`src/rtl/fpa_sched_pkg.sv`:
```
// Shared constants and tag type for the fpa_sched adder-sharing block.
package fpa_sched_pkg;

    localparam int unsigned FP_W     = 32;
    localparam int unsigned SIGN_BIT = 31;

    // Tag id is sized for the largest supported requester count.
    localparam int unsigned NREQ_MAX = 8;
    localparam int unsigned TAG_ID_W = $clog2(NREQ_MAX);

    localparam logic [FP_W-1:0] FP_ONE  = 32'h3F80_0000;
    localparam logic [FP_W-1:0] FP_ZERO = 32'h0000_0000;

    typedef struct packed {
        logic                valid;
        logic [TAG_ID_W-1:0] id;
    } tag_t;

endpackage

```
`src/rtl/fpa_sched_rr_arbiter.sv`:
```
// Round-robin arbiter: first requester at or above ptr wins, otherwise lowest index wraps around.
module fpa_sched_rr_arbiter #(
    parameter int unsigned NREQ  = 4,
    parameter int unsigned IDX_W = $clog2(NREQ)
) (
    input  logic [NREQ-1:0]  req,
    input  logic [IDX_W-1:0] ptr,
    output logic [NREQ-1:0]  gnt,
    output logic [IDX_W-1:0] idx,
    output logic             any
);

    logic             hi_found;
    logic             lo_found;
    logic [IDX_W-1:0] hi_idx;
    logic [IDX_W-1:0] lo_idx;

    always_comb begin
        hi_found = 1'b0;
        lo_found = 1'b0;
        hi_idx   = '0;
        lo_idx   = '0;
        // Descending scan so the lowest qualifying index is the last one written.
        for (int i = NREQ - 1; i >= 0; i--) begin
            if (req[i]) begin
                if (i >= int'(ptr)) begin
                    hi_found = 1'b1;
                    hi_idx   = IDX_W'(i);
                end
                lo_found = 1'b1;
                lo_idx   = IDX_W'(i);
            end
        end
    end

    assign any = hi_found | lo_found;
    assign idx = hi_found ? hi_idx : lo_idx;

    always_comb begin
        gnt = '0;
        for (int i = 0; i < NREQ; i++) begin
            gnt[i] = any && (idx == IDX_W'(i));
        end
    end

endmodule

```
`src/rtl/fpa_sched.sv`:
```
// Shares one fixed-latency FP adder between NREQ requesters with a tag pipeline for routing.
// Optional macro FPA_SUB_EN: req_sub flips operand B's sign on issue (A - B).
module fpa_sched #(
    parameter int unsigned NREQ    = 4,
    parameter int unsigned FPA_LAT = 2,
    parameter int unsigned FP_W    = 32
) (
    input  logic                 clk,
    input  logic                 rst_n,
    input  logic [NREQ-1:0]      req_valid,
    output logic [NREQ-1:0]      req_ready,
    input  logic [NREQ*FP_W-1:0] req_a,
    input  logic [NREQ*FP_W-1:0] req_b,
    input  logic [NREQ-1:0]      req_sub,
    output logic [FP_W-1:0]      fpa_a,
    output logic [FP_W-1:0]      fpa_b,
    input  logic [FP_W-1:0]      fpa_c,
    output logic [NREQ-1:0]      rsp_valid,
    output logic [FP_W-1:0]      rsp_data,
    output logic                 busy
);

    import fpa_sched_pkg::*;

    localparam int unsigned IDX_W = $clog2(NREQ);
    localparam int unsigned NSTG  = FPA_LAT + 1;

    logic [NREQ-1:0]  pending_q;
    logic [NREQ-1:0]  pending_d;
    logic [NREQ-1:0]  elig;
    logic [NREQ-1:0]  gnt;
    logic [NREQ-1:0]  done_oh;
    logic [IDX_W-1:0] ptr_q;
    logic [IDX_W-1:0] ptr_d;
    logic [IDX_W-1:0] gnt_idx;
    logic             issue;
    logic [FP_W-1:0]  op_a;
    logic [FP_W-1:0]  op_b;
    logic [FP_W-1:0]  op_b_eff;
    logic             op_sub;
    tag_t             tag_q [NSTG];
    tag_t             tag_in;
    tag_t             tag_out;

    assign elig = req_valid & ~pending_q;

    fpa_sched_rr_arbiter #(
        .NREQ (NREQ)
    ) u_arb (
        .req (elig),
        .ptr (ptr_q),
        .gnt (gnt),
        .idx (gnt_idx),
        .any (issue)
    );

    assign req_ready = gnt;

    always_comb begin
        op_a   = '0;
        op_b   = '0;
        op_sub = 1'b0;
        for (int i = 0; i < NREQ; i++) begin
            if (gnt[i]) begin
                op_a   = req_a[i*FP_W +: FP_W];
                op_b   = req_b[i*FP_W +: FP_W];
                op_sub = req_sub[i];
            end
        end
    end

`ifdef FPA_SUB_EN
    assign op_b_eff = {op_b[FP_W-1] ^ op_sub, op_b[FP_W-2:0]};
`else
    logic unused_sub;
    assign unused_sub = op_sub;
    assign op_b_eff   = op_b;
`endif

    assign tag_in.valid = issue;
    assign tag_in.id    = TAG_ID_W'(gnt_idx);
    assign tag_out      = tag_q[FPA_LAT];

    always_comb begin
        done_oh = '0;
        for (int i = 0; i < NREQ; i++) begin
            done_oh[i] = tag_out.valid && (tag_out.id == TAG_ID_W'(i));
        end
    end

    // Issue and completion never hit the same requester: issue needs pending clear.
    assign pending_d = (pending_q & ~done_oh) | (issue ? gnt : '0);

    always_comb begin
        ptr_d = ptr_q;
        if (issue) begin
            ptr_d = (gnt_idx == IDX_W'(NREQ - 1)) ? '0 : gnt_idx + IDX_W'(1);
        end
    end

    always_comb begin
        busy = 1'b0;
        for (int s = 0; s < NSTG; s++) begin
            busy = busy | tag_q[s].valid;
        end
    end

    always_ff @(posedge clk or negedge rst_n) begin
        if (!rst_n) begin
            pending_q <= '0;
            ptr_q     <= '0;
            fpa_a     <= '0;
            fpa_b     <= '0;
            rsp_valid <= '0;
            rsp_data  <= '0;
            for (int s = 0; s < NSTG; s++) begin
                tag_q[s] <= '0;
            end
        end else begin
            pending_q <= pending_d;
            ptr_q     <= ptr_d;
            if (issue) begin
                fpa_a <= op_a;
                fpa_b <= op_b_eff;
            end
            rsp_valid <= done_oh;
            if (tag_out.valid) begin
                rsp_data <= fpa_c;
            end
            tag_q[0] <= tag_in;
            for (int s = 1; s < NSTG; s++) begin
                tag_q[s] <= tag_q[s-1];
            end
        end
    end

endmodule

```
`config.mk`:
```
export PLATFORM = sky130hd
export DESIGN_NAME = fpa_sched
export DESIGN_NICKNAME = d
export VERILOG_FILES = /design/src/rtl/fpa_sched_pkg.sv /design/src/rtl/fpa_sched_rr_arbiter.sv /design/src/rtl/fpa_sched.sv
export SDC_FILE = /design/constraint.sdc
export NUM_CORES = 1
export LEC_CHECK = 0
export CAP_MARGIN = 25
export CORE_AREA = 3 3 154 156
export DETAILED_ROUTE_END_ITERATION = 12
export DIE_AREA = 0 0 157 159
export HOLD_SLACK_MARGIN = 0.15
export MAX_ROUTING_LAYER = met4
export PLACE_DENSITY = 0.67
export SLEW_MARGIN = 5
export SYNTH_ARGS = -nofsm -noshare
export SYNTH_HDL_FRONTEND = slang
export SYNTH_HIERARCHICAL = 1
export SYNTH_SLANG_ARGS = --single-unit
```
`constraint.sdc`:
```
create_clock -name clk -period 2.25 [get_ports clk]
set_clock_uncertainty 0.15 [all_clocks]
set_input_delay 0.5625 -clock clk [delete_from_list [all_inputs] [get_ports clk]]
set_output_delay 0.5625 -clock clk [all_outputs]
set_load 0.01 [all_outputs]
```
======== Yosys cells after proc, flatten, opt, wreduce, memory -nomap -nowiden ========
Cells that the tools add are included.
operators by class
  add/sub/neg operators ................... 1
  $lt $le $gt $ge ......................... 3
  eq/ne operators ......................... 6
  mux-type cells .......................... 31
  bitwise gates (word level) .............. 8
  reductions and logical operators ........ 10
operator list
  kind                                                                                number
  32-bit 2-to-1 mux                                                                   8
  2-bit 2-to-1 mux                                                                    12
  1-bit 2-to-1 mux                                                                    10
  4-bit AND                                                                           2
  2-bit equality test, second input constant                                          4
  1-bit logical AND                                                                   8
  4-bit NOT                                                                           2
  2-bit by 1-bit equality test with 1-bit output, second input constant               2
  1-bit by 2-bit greater-or-equal comparator with 1-bit output, first input constant  2
  4-bit 2-to-1 mux                                                                    1
  4-bit bitwise OR                                                                    1
  3-bit zero test                                                                     1
  1-bit bitwise OR                                                                    3
  2-bit by 1-bit adder with 2-bit output, second input constant                       1
  2-bit greater-or-equal comparator, first input constant                             1
  2-bit zero test                                                                     1
storage, ports and cells
  flip-flop bits (word level) ............. 115
  input port bits ......................... 298
  output and inout bits ................... 105
  word-level logic and storage cells ...... 71

======== Depth between registers and ports, before layout ========
  word-level depth ........................ 16
  depth in mapped cells ................... 10
  depth with buffers taken out ............ 7

======== By module ========
The synthesis kept the hierarchy.
modules (own cells, without submodules)
  module                times used  cells an instance  area an instance (µm²)  seq. area each (µm²)
  fpa_sched             1           558                6650.1                  2877.8
  fpa_sched_rr_arbiter  1           30                 192.7                   0.0

======== Worst setup path before layout ========
No wires, ideal clock.
  kind .................................... input to register
  from .................................... in req_valid[1]
  to ...................................... reg fpa_a[16]
  setup time .............................. 0.130 ns
  arrival ................................. 2.070 ns
  data required time ...................... 1.970 ns
  path slack .............................. -0.100 ns
  cell stages on the path ................. 8
  buffers on the path ..................... 4
  cell sequence ........................... nor2b_1 buf_6 or4_1 buf_4 buf_4 clkbuf_1 a31oi_1 o31ai_2
on the way
  elaborated cells between the ends (all ways) .. 25
  those cells by class .................... eq/ne (3); mux (15); bitwise (2); reduce/logical (5)
RTL lines
  what                            RTL line                    RTL
  start, declared                 fpa_sched.sv:10             input logic [NREQ-1:0] req_valid,
  4-bit AND (*)                   fpa_sched.sv:45             assign elig = req_valid & ~pending_q;
  1-bit 2-to-1 mux                fpa_sched_rr_arbiter.sv:25  if (req[i]) begin
  1-bit 2-to-1 mux                fpa_sched_rr_arbiter.sv:26  if (i >= int'(ptr)) begin
  1-bit 2-to-1 mux                fpa_sched_rr_arbiter.sv:25
  1-bit bitwise OR (*)            fpa_sched_rr_arbiter.sv:36  assign any = hi_found | lo_found;
  net issue                       fpa_sched.sv:36             logic issue;
  1-bit logical AND               fpa_sched_rr_arbiter.sv:42  gnt[i] = any && (idx == IDX_W'(i));
  32-bit 2-to-1 mux (4 in a row)  fpa_sched.sv:64             if (gnt[i]) begin
  end signal, assigned            fpa_sched.sv:123            fpa_a <= op_a;
  end, declared                   fpa_sched.sv:15             output logic [FP_W-1:0] fpa_a,
Mark *: on every way through the listed nets, which the timed path passes. The rest lies on a longest branch.
A chain may end at the register's enable or synchronous reset.

======== Final worst setup path ========
  from .................................... reg pending_q[1]
  to ...................................... out req_ready[2]
on the way
  longest elaborated chain between the ends .. 8
  elaborated cells between the ends (all ways) .. 16
  those cells by class .................... eq/ne (1); mux (11); bitwise (3); reduce/logical (1)
ends and longest elaborated chain
  what                                                  RTL line                    RTL
  start, declared                                       fpa_sched.sv:28             logic [NREQ-1:0] pending_q;
  start signal, assigned                                fpa_sched.sv:120            pending_q <= pending_d;
  4-bit NOT (*)                                         fpa_sched.sv:45
  4-bit AND (*)                                         fpa_sched.sv:45
  net elig[1]                                           fpa_sched.sv:30             logic [NREQ-1:0] elig;
  2-bit 2-to-1 mux or 1-bit 2-to-1 mux (tied branches)  fpa_sched_rr_arbiter.sv:25
  2-bit 2-to-1 mux or 1-bit 2-to-1 mux (tied branches)  fpa_sched_rr_arbiter.sv:26
  2-bit 2-to-1 mux or 1-bit 2-to-1 mux (tied branches)  fpa_sched_rr_arbiter.sv:25
  2-bit 2-to-1 mux                                      fpa_sched_rr_arbiter.sv:37  assign idx = hi_found ? hi_idx : lo_idx;
  2-bit equality test                                   fpa_sched_rr_arbiter.sv:42
  1-bit logical AND (*)                                 fpa_sched_rr_arbiter.sv:42
  end, declared                                         fpa_sched.sv:11             output logic [NREQ-1:0] req_ready,
Marked as above.

==> results.md <==
- Post-Syn Nets: 887
- Switching fraction of total power: 38.4%
- Initial antenna violation count: 3
- Final Util: 58.6%
- Routed Antenna Nets: 0
- Io pins: 403
- Final TNS setup: -2000 ps
- Cells after synthesis: 588
- Clk pwr share: 16.2%
- CP endpoint kind: output port
- CP max FO: 5
- Vias in the first global route: 7,057
- Worst-Margin Slew: 497 ps
- Tmin final: 2320 ps
- HP Class: reg2reg
- Remaining DRCs: 0
- Die Height: 159 µm
- Number of synthesized register bits: 115
- Slowest cell on crit path: dfrtp_1
- Synth warn: 6
- Core area: 22,500 µm²
- Vias per cell: 5.14
- CTS tree: yes
- Clock latency on the worst-skew pair: 410 ps
- Number of clock buffers inserted by TritonCTS: 17
- Switch Pwr: 6.20 mW
- Worst Hold Depth: 0
- RSZ-0062 raised after global routing: true
- Critical path startpoint category: register
- FP Rows: 55
- PortBufs: 398
- Worst hold slack: 193 ps
- Clock root buffer: clkbuf_16
- Final slew viol count: 0
- Worst slew margin: 66.8%
- Congestion Overflow GR: 0
- Layout cell share with drive strength beyond 1: 30.6%
- Worst VDD drop: 0.485 mV
- Outcome: finished with violations
- Seq/Total Area, Yosys: 42.1%
- Internal Pwr Total: 9.93 mW
- Placement Cell Area: 11,600 µm²
- Tcrit/Tclk final: 103%
- Die width: 157 µm
- Async S/R FF share, synth: 100%
- CTS sink count: 115
- Failing checks: negative setup slack
- Seq pwr share: 21.5%
- Reg2reg path depth: 10
- Initial Util: 30.4%
- Die ar.: 25,000 µm²
- Clk slew on worst S/H paths: 60 ps
- Worst stage delay on the critical path: 400 ps
- Most numerous cell on the critical path: buf_6
- Crit path arrival time: 1610 ps
- Yosys cell types: 34
- H-Tree Depth: 4
- Synthesis-to-layout area growth: 92.8%
- Initial DRT Pass Iterations: 4
- Final Hold Viols: 0
- Net count, final: 1,328
- First-pass GRT wire length: 40.8 mm
- Mean area per synthesized cell: 11.6 µm²
- Leakage: 5.01 nW
- Largest net degree at the start of global routing: 92
- Drt total wl: 29.7 mm
- Worst setup path category: reg2out
- Top_reg_cell synth: dfrtp_1
- Max Freq: 430 MHz
- Wire length per cell: 22.3 µm
- Logic gate share of total power: 62.4%
- Vias post-DR: 6,830
- Final setup margin: -73.1 ps
- Fin area: 13,200 µm²
- Req. time, crit path: 1540 ps
- Routability congestion estimate: 0.855
- All-Layer GR Usage: 21.8%
- Initial drt markers: 319
- DP HPWL: 20.2 mm
- Ordered list of cells on the worst path: nor2b_4, buf_6, nor3_2, o31a_2, buf_6
- Max Cap Viol: 0
- Longest Clk Path Bufs: 2
- Dpl ws: -845 ps
- PD cells: 1220 nW/µm²
- Setup Viol. Count Final: 60
- EDFF count, synth: 0
- Synthesized area: 6840 µm²
## cells in the final DEF, fill, tap and decap left out, types with 4 or more instances in the layout
master / instances
o31ai_2: 56
nor2b_4: 7
buf_4: 47
buf_6: 17
o21ai_0: 4
a31oi_1: 45
nor2_1: 5
dlygate4sd2_1: 4
clkinvlp_4: 4
dfrtp_1: 113
clkinv_4: 4
inv_1: 7
buf_12: 16
a31oi_2: 7
a31oi_4: 12
a21oi_1: 5
clkdlybuf4s50_1: 388
mux2_2: 34
o31ai_4: 4
a221oi_2: 29
a221oi_4: 31
nand2_1: 9
clkbuf_16: 24
nor2b_1: 123
## repair_timing
item	in CTS	in global routing
setup endpoints to repair	73	67
cloned	0	10
endpoints found under the hold margin	21	0
setup buffers	9	8
gates resized for setup	47	67
hold buffers	1	0
pin swaps	8	11
## cell families (layout without fill, tap and decap cells)
group           count (synthesis)  in the layout  share of synthesized area [%]
other cells                     0              3                              0
buf+inv                        71            524                           5.56
simple gates                  155            155                           13.7
fa+ha+maj                       1              1                          0.183
mux                            34             34                           5.60
flops                         115            115                           42.1
compound gates                212            212                           32.9
## cell type report
cell class                      count  area (µm²)
Antenna cell                        3        7.51
Clock buffer                       17         425
Clock inverter                     14         131
Fill cell                        1857        9310
Inverter                            7        26.3
Multi-Input combinational cell    402        4310
Sequential cell                   115        2880
Tap cell                          285         357
Timing Repair Buffer              486        5060
## registers in the layout, indices dropped and copies added, names as in the netlist
register / count
tag_out: 3
ptr_q: 2
rsp_valid: 4
tag_q: 6
fpa_b: 32
rsp_data: 32
pending_q: 4
fpa_a: 32
## power by group through the flow
stage	Combinational [mW]	Clock [mW]	Sequential [mW]
CTS	8.71	2.68	3.47
global placement	8.40	0	3.44
finish	10.1	2.61	3.46
detailed placement	8.48	0	3.47
global route	10.7	2.76	3.56
floorplan	4.60	0	3.74
## critical path: cells and delay by family, from the launching register on
family / cells / cell delay, ps
compound gates: 1 / 340
buf+inv: 2 / 250
flops: 1 / 400
simple gates: 2 / 210
## metal layers
layer,share of wire [%],up-vias,GRT usage (%),wire [µm]
li1,-,3141,-,-
met1,38,3343,24.0,11400
met5,0,-,-,0
met2,52,304,38.1,15500
met4,1.9,0,5.97,569
met3,7.5,42,6.25,2230
## path summary, 6_finish.rpt
kind,start,to,slack [ps]
max,pending_q[1]$_DFF_PN0_,req_ready[2],-70
min,tag_q[9]$_DFF_PN0_,tag_q[5]$_DFF_PN0_,190
max reg2reg,pending_q[1]$_DFF_PN0_,fpa_a[31]$_DFFE_PN0P_,-50
min reg2reg,tag_q[9]$_DFF_PN0_,tag_q[5]$_DFF_PN0_,190
max in group asynchronous,rst_n,fpa_b[11]$_DFFE_PN0P_,880
min in group asynchronous,rst_n,rsp_data[5]$_DFFE_PN0P_,470
## synth_stat cells, types with 2 or more instances
cell type  instances  area (µm²)
a211oi_2           2        25.0
a21oi_1            7        35.0
a221oi_1           3        26.3
a221oi_2          60         901
a31oi_1           64         400
buf_2             31         155
buf_4              4        30.0
buf_6              8        90.1
clkbuf_1          21        78.8
dfrtp_1          115        2880
inv_1              7        26.3
mux2_2            34         383
nand2_1            9        33.8
nand2b_1           2        12.5
nor2_1             5        18.8
nor2b_1          132         826
o21a_1             2        15.0
o21ai_0            5        25.0
o31ai_1            3        22.5
o31ai_2           60         751
## stage by stage
stage                     power (mW)  std cells
after floorplan                 8.34        588
after global placement          11.8       1267
after detailed placement        12.0       1267
after CTS                       14.9       1308
after global routing            17.0       1329
final                           16.1       1329
(Power assumes the default switching activity.)
